===== src/rtl/contador_pkg.sv =====
// Shared types and helpers for the multi-channel pop counter bank.
// Optional build macro: CONTADOR_CLEAR_ON_READ_EN (clear-on-read counters).
package contador_pkg;

    typedef enum logic {
        COUNT = 1'b0,
        READ  = 1'b1
    } state_t;

    localparam int N_CH_DEF  = 4;
    localparam int CNT_W_DEF = 5;

    // Index width for n channels, never narrower than one bit.
    function automatic int clog2_min1(input int n);
        int w;
        w = 0;
        while ((1 << w) < n) begin
            w++;
        end
        return (w < 1) ? 1 : w;
    endfunction

endpackage


===== src/rtl/contador_multicanal_if.sv =====
// Readout handshake bundle: request/index in, valid/value/error out.
interface contador_multicanal_if #(
    parameter int IDX_W = 2,
    parameter int CNT_W = 5
);
    logic             req;
    logic [IDX_W-1:0] idx;
    logic             valid_contador;
    logic [CNT_W-1:0] contador_out;
    logic             idx_err;

    // Requester side.
    modport master (
        output req,
        output idx,
        input  valid_contador,
        input  contador_out,
        input  idx_err
    );

    // Counter bank side.
    modport slave (
        input  req,
        input  idx,
        output valid_contador,
        output contador_out,
        output idx_err
    );
endinterface


===== src/rtl/contador_canal.sv =====
// Single channel counter: optional clear, then optional increment,
// either wrapping or saturating at all-ones.
module contador_canal #(
    parameter int CNT_W    = 5,
    parameter bit SATURATE = 1'b0
) (
    input  logic             clk,
    input  logic             reset,
    input  logic             inc_i,
    input  logic             clr_i,
    output logic [CNT_W-1:0] cnt_o
);

    logic [CNT_W-1:0] cnt_q;
    logic [CNT_W-1:0] cnt_d;
    logic [CNT_W-1:0] base;

    // Clear takes effect first so a same-cycle increment lands on zero.
    always_comb begin
        base  = clr_i ? '0 : cnt_q;
        cnt_d = base;
        if (inc_i) begin
            if (SATURATE && (&base)) begin
                cnt_d = base;
            end else begin
                cnt_d = base + 1'b1;
            end
        end
    end

    // Counter register.
    always_ff @(posedge clk or negedge reset) begin
        if (!reset) begin
            cnt_q <= '0;
        end else begin
            cnt_q <= cnt_d;
        end
    end

    assign cnt_o = cnt_q;

endmodule


===== src/rtl/contador_multicanal.sv =====
// Bank of per-channel pop counters with an indexed readout handshake that
// is only open while the system is idle, plus a registered drained flag.
// Build macro CONTADOR_CLEAR_ON_READ_EN: an accepted read clears the
// selected counter; otherwise reads are non-destructive.
module contador_multicanal
    import contador_pkg::*;
#(
    parameter int N_CH     = N_CH_DEF,
    parameter int CNT_W    = CNT_W_DEF,
    parameter int IDX_W    = clog2_min1(N_CH),
    parameter bit SATURATE = 1'b0
) (
    input  logic                  clk,
    input  logic                  reset,
    input  logic [N_CH-1:0]       pop,
    input  logic [N_CH-1:0]       empty,
    input  logic                  idle,
    contador_multicanal_if.slave  rd,
    output logic                  drained
);

    state_t           state_q, state_d;
    logic             accept;
    logic             in_range;
    logic [CNT_W-1:0] sel_cnt;
    logic [CNT_W-1:0] cnt_w [N_CH];
    logic [N_CH-1:0]  clr_w;

    logic             valid_q, valid_d;
    logic             err_q, err_d;
    logic [CNT_W-1:0] out_q, out_d;
    logic             drained_q, drained_d;

    // A request is taken only in READ while idle is still high.
    assign accept   = (state_q == READ) && idle && rd.req;
    assign in_range = (int'(rd.idx) < N_CH);

    generate
        for (genvar gi = 0; gi < N_CH; gi++) begin : g_canal
`ifdef CONTADOR_CLEAR_ON_READ_EN
            assign clr_w[gi] = accept && (int'(rd.idx) == gi);
`else
            assign clr_w[gi] = 1'b0;
`endif
            contador_canal #(
                .CNT_W    (CNT_W),
                .SATURATE (SATURATE)
            ) u_canal (
                .clk   (clk),
                .reset (reset),
                .inc_i (pop[gi]),
                .clr_i (clr_w[gi]),
                .cnt_o (cnt_w[gi])
            );
        end
    endgenerate

    // Index mux; an out-of-range index matches nothing and yields zero.
    always_comb begin
        sel_cnt = '0;
        for (int i = 0; i < N_CH; i++) begin
            if (int'(rd.idx) == i) begin
                sel_cnt = cnt_w[i];
            end
        end
    end

    // Next state: enter READ once idle, leave as soon as idle drops.
    always_comb begin
        state_d = state_q;
        case (state_q)
            COUNT:   if (idle)  state_d = READ;
            READ:    if (!idle) state_d = COUNT;
            default: state_d = COUNT;
        endcase
    end

    // Output next values: pulse valid/err on accept, hold value otherwise.
    always_comb begin
        valid_d   = accept;
        err_d     = accept && !in_range;
        out_d     = out_q;
        drained_d = idle & (&empty);
        if (accept) begin
            out_d = in_range ? sel_cnt : '0;
        end
    end

    // State and output registers.
    always_ff @(posedge clk or negedge reset) begin
        if (!reset) begin
            state_q   <= COUNT;
            valid_q   <= 1'b0;
            err_q     <= 1'b0;
            out_q     <= '0;
            drained_q <= 1'b0;
        end else begin
            state_q   <= state_d;
            valid_q   <= valid_d;
            err_q     <= err_d;
            out_q     <= out_d;
            drained_q <= drained_d;
        end
    end

    assign rd.valid_contador = valid_q;
    assign rd.idx_err        = err_q;
    assign rd.contador_out   = out_q;
    assign drained           = drained_q;

endmodule


===== src/flat_wrapper.sv =====
// flat-port wrapper written by rule: the top's interface ports become plain ports
module contador_multicanal_flat import contador_pkg::*;
#(
    parameter int N_CH     = N_CH_DEF,
    parameter int CNT_W    = CNT_W_DEF,
    parameter int IDX_W    = clog2_min1(N_CH),
    parameter bit SATURATE = 1'b0
)
  (clk, reset, pop, empty, idle, drained, rd_req, rd_idx, rd_valid_contador, rd_contador_out, rd_idx_err);
  contador_multicanal_if #(.IDX_W(IDX_W), .CNT_W(CNT_W)) rd_i ();
  input  logic clk;
  input  logic reset;
  input  logic [N_CH-1:0] pop;
  input  logic [N_CH-1:0] empty;
  input  logic idle;
  output logic drained;
  input wire logic [$bits(rd_i.req)-1:0] rd_req;
  input wire logic [$bits(rd_i.idx)-1:0] rd_idx;
  output wire logic [$bits(rd_i.valid_contador)-1:0] rd_valid_contador;
  output wire logic [$bits(rd_i.contador_out)-1:0] rd_contador_out;
  output wire logic [$bits(rd_i.idx_err)-1:0] rd_idx_err;
  assign rd_i.req = rd_req;
  assign rd_i.idx = rd_idx;
  assign rd_valid_contador = rd_i.valid_contador;
  assign rd_contador_out = rd_i.contador_out;
  assign rd_idx_err = rd_i.idx_err;
  contador_multicanal #(.N_CH(N_CH), .CNT_W(CNT_W), .IDX_W(IDX_W), .SATURATE(SATURATE)) u_core (.clk(clk), .reset(reset), .pop(pop), .empty(empty), .idle(idle), .rd(rd_i), .drained(drained));
endmodule

===== config.mk =====
export PLATFORM = sky130hd
export DESIGN_NAME = contador_multicanal_flat
export DESIGN_NICKNAME = d
export VERILOG_FILES = /design/src/rtl/contador_pkg.sv /design/src/rtl/contador_multicanal_if.sv /design/src/rtl/contador_canal.sv /design/src/rtl/contador_multicanal.sv /design/src/flat_wrapper.sv
export SDC_FILE = /design/constraint.sdc
export NUM_CORES = 1
export LEC_CHECK = 0
export CAP_MARGIN = 30
export CELL_PAD_IN_SITES_DETAIL_PLACEMENT = 0
export CELL_PAD_IN_SITES_GLOBAL_PLACEMENT = 1
export CORE_MARGIN = 2
export CORE_UTILIZATION = 45
export CTS_CLUSTER_DIAMETER = 80
export DETAILED_ROUTE_END_ITERATION = 10
export DONT_BUFFER_PORTS = 1
export PLACE_DENSITY = 0.71
export REMOVE_ABC_BUFFERS = 1
export SYNTH_ARGS = -nofsm -noshare
export SYNTH_HDL_FRONTEND = slang
export SYNTH_SLANG_ARGS = --single-unit

===== constraint.sdc =====
create_clock -name clk -period 1.3 [get_ports clk]
set_input_delay 0.26 -clock clk [delete_from_list [all_inputs] [get_ports clk]]
set_output_delay 0.26 -clock clk [all_outputs]
set_load 0.01 [all_outputs]

==> impl_metrics.toml <==
[outcome]
outcome = "complete, no violations"

[clock_network]
clock-root-buffer = "clkbuf_4"
cts_resized = 0
cts_max_level = 1
cts_made_buffers = 3
clk_latency_ns = 0.31
cts_num_sinks = 28
cts.clk_slew.worst_paths_ns = 0.13
clockBufferDepth = 2
cts_tree = "done"

[global_routing]
antenna_found_initial = 0
grt-ovfl-total = 0
grt_pass1_vias = 768
grt_max_degree = 29
grt_pass1_wl_um = 3590
grt_use_total = 0.148

[sta]
fin_crit_ns = 1.26
slew_violations = 0
skew_ns = 0.000962
setup_viol_count_final = 0
clock.fmax_mhz = 795
period_share = 0.967
hold_viol = 0
finalSetupTns_ns = 0
rsz0062_at_grt = "no"

[flow_run]
max_cap_violations = 0

[logic_synthesis]
synth_seq_area_share = 0.567
synth_commonest_cells = "dfrtp_1, xnor2_1, nand4_1"
synth_ff_type = "dfrtp_1"
synth-seq-cells = 28
syn_avg_cell_area_um2 = 15.1
synth_enable_flop_cells = 0
synth_cell_types = 17
yosysMostFrequentCell = "dfrtp_1"
synth_area_leaders = "dfrtp_1, xnor2_1, mux4_2, mux2_4, mux2_2"
mappedNetlistArea_mm2 = 0.00123
yosysTopAreaCell = "dfrtp_1"
synth_cells = 82
synthArstFlopShare = 1.00
ys_warn_count = 0
yosysTopAreaCellShare = 0.567

[floorplanning]
pin_count = 22
start_util = 0.485
chipHeight_um = 56.4
design.core.area_mm2 = 0.00254
row_count = 18
die_area_mm2 = 0.00318
die_w_um = 56.4

[power]
power_frac_clock = 0.120
seqPwrFrac = 0.462
p_per_area_mw_per_mm2 = 2240
p_switching_w = 0.000994
p_sw_frac = 0.296
p_int_w = 0.00236
power_leakage_nw = 0.663
pwr-share-comb = 0.417
peakVddDrop_mv = 1.30

[route]
viasPerCell = 5.27
drcViolationCount = 0
firstDrtPassIters = 4
drtIter0Drc = 23
wl_per_cell_um = 14.0
wl_um = 1940
ant_nets = 0
vias = 727

[placed_design]
dpl.hpwl_um = 1480
io_buffer_count = 0
place_congestion = 0.807
place_area_mm2 = 0.00137

[setup_path]
path_max_fanout = 2
crit_type = "register to register"
required_ns = 1.52
cp-end-kind = "register"
start_kind = "register"
cp.arrival_ns = 1.48

[min_path]
hp-class = "primary input to register"

[final_layout]
area_growth_syn_to_layout_pct = 21.5
multi_input_area_um2 = 510
final_nets = 127
fill_cells = 201
drive_above_1_share = 0.333
diodes = 0
finalInstanceArea_mm2 = 0.00150
seqCellArea_um2 = 701
==> metrics by stage <==
stage	utilization	total power [W]	std cells	setup slack, ns	hold WS, ns
3_3_place_gp	0.538	0.00286	125	0.0622	-0.0350
3_5_place_dp	0.538	0.00291	125	0.0454	-0.0350
6_report	0.589	0.00336	138	0.0426	0.0387
2_1_floorplan	-	0.00233	79	0.0743	-0.0356
5_1_grt	0.589	0.00363	138	0.00160	0.0139
4_1_cts	0.580	0.00336	135	0.0264	0.00792
==> critical path, stage by stage, from the launching register on <==
cell and delay (ns):
dfrtp_1 0.41, mux4_2 0.48, mux2_4 0.27
==> cell families after synthesis <==
family,Yosys count,synth area share
xor+xnor,16,0.113
flops,28,0.567
simple gates,16,0.0679
other cells,1,0.00304
fa+ha+maj,4,0.0405
buf+inv,3,0.0192
mux,14,0.188
==> timing repair <==
item / CTS / global route
hold buffers: 6 / 1
endpoints found under the hold margin: 32 / 1
buffers inserted: 0 / 2
endpoints found under the setup margin: 0 / 1
==> power groups by stage <==
stage	registers [W]	logic, W	clock network [W]
floorplan	0.00162	0.000712	0
global placement	0.00158	0.00128	0
detailed placement	0.00159	0.00132	0
CTS	0.00157	0.00136	0.000426
global route	0.00161	0.00157	0.000455
finish	0.00155	0.00140	0.000404
==> flip-flops by register name, indices dropped and copies added (netlist names) <==
name and count:
u_core.rd.valid_contador 1, u_core.drained 1, u_core.state_q 1, u_core.g_canal.u_canal.cnt_o 20, u_core.rd.contador_out 5
==> metal layers <==
layer,GRT usage,vias to the layer above,wire (µm)
li1,-,344,-
met1,0.194,357,869
met2,0.240,24,959
met3,0.0507,2,97
met4,0.0306,0,9
met5,0,-,0
==> final cells by class <==
class,count,share of cell area
clock buffer,4,0.0242
multi-input combinational,51,0.340
sequential,28,0.467
timing repair buffer,25,0.143
tap,30,0.0250
==> worst paths after layout <==
check / startpoint / endpoint / slack [ns] / depth (start not counted)
max: u_core.g_canal[3].u_canal.cnt_o[1] / u_core.rd.contador_out[1] / 0.04 / 2
min reg2reg: u_core.g_canal[0].u_canal.cnt_o[4] / u_core.g_canal[0].u_canal.cnt_o[4] / 0.48 / 1
max in group asynchronous: reset / u_core.g_canal[2].u_canal.cnt_o[1] / 0.80 / 2
min: empty[3] / u_core.drained / 0.04 / 2
min in group asynchronous: reset / u_core.g_canal[0].u_canal.cnt_o[2] / 0.35 / 2
max reg2reg: u_core.g_canal[3].u_canal.cnt_o[1] / u_core.rd.contador_out[1] / 0.04 / 2
==> cells in the final DEF, fill, tap and decap left out <==
master / synthesis / final
mux2_2: 5 / 5
clkbuf_4: 0 / 3
conb_1: 1 / 1
clkbuf_8: 0 / 1
mux4_1: 1 / 1
nand4_1: 8 / 8
dlygate4sd3_1: 0 / 6
and3_1: 1 / 1
xnor2_1: 12 / 12
dfrtp_1: 28 / 28
ha_1: 4 / 4
nand2_1: 5 / 5
nand3_1: 1 / 1
buf_4: 1 / 18
mux4_2: 4 / 4
mux2_4: 4 / 4
buf_12: 0 / 1
xor2_1: 4 / 4
nor2_1: 1 / 1
No activity file was read; power rests on OpenSTA's default activity.
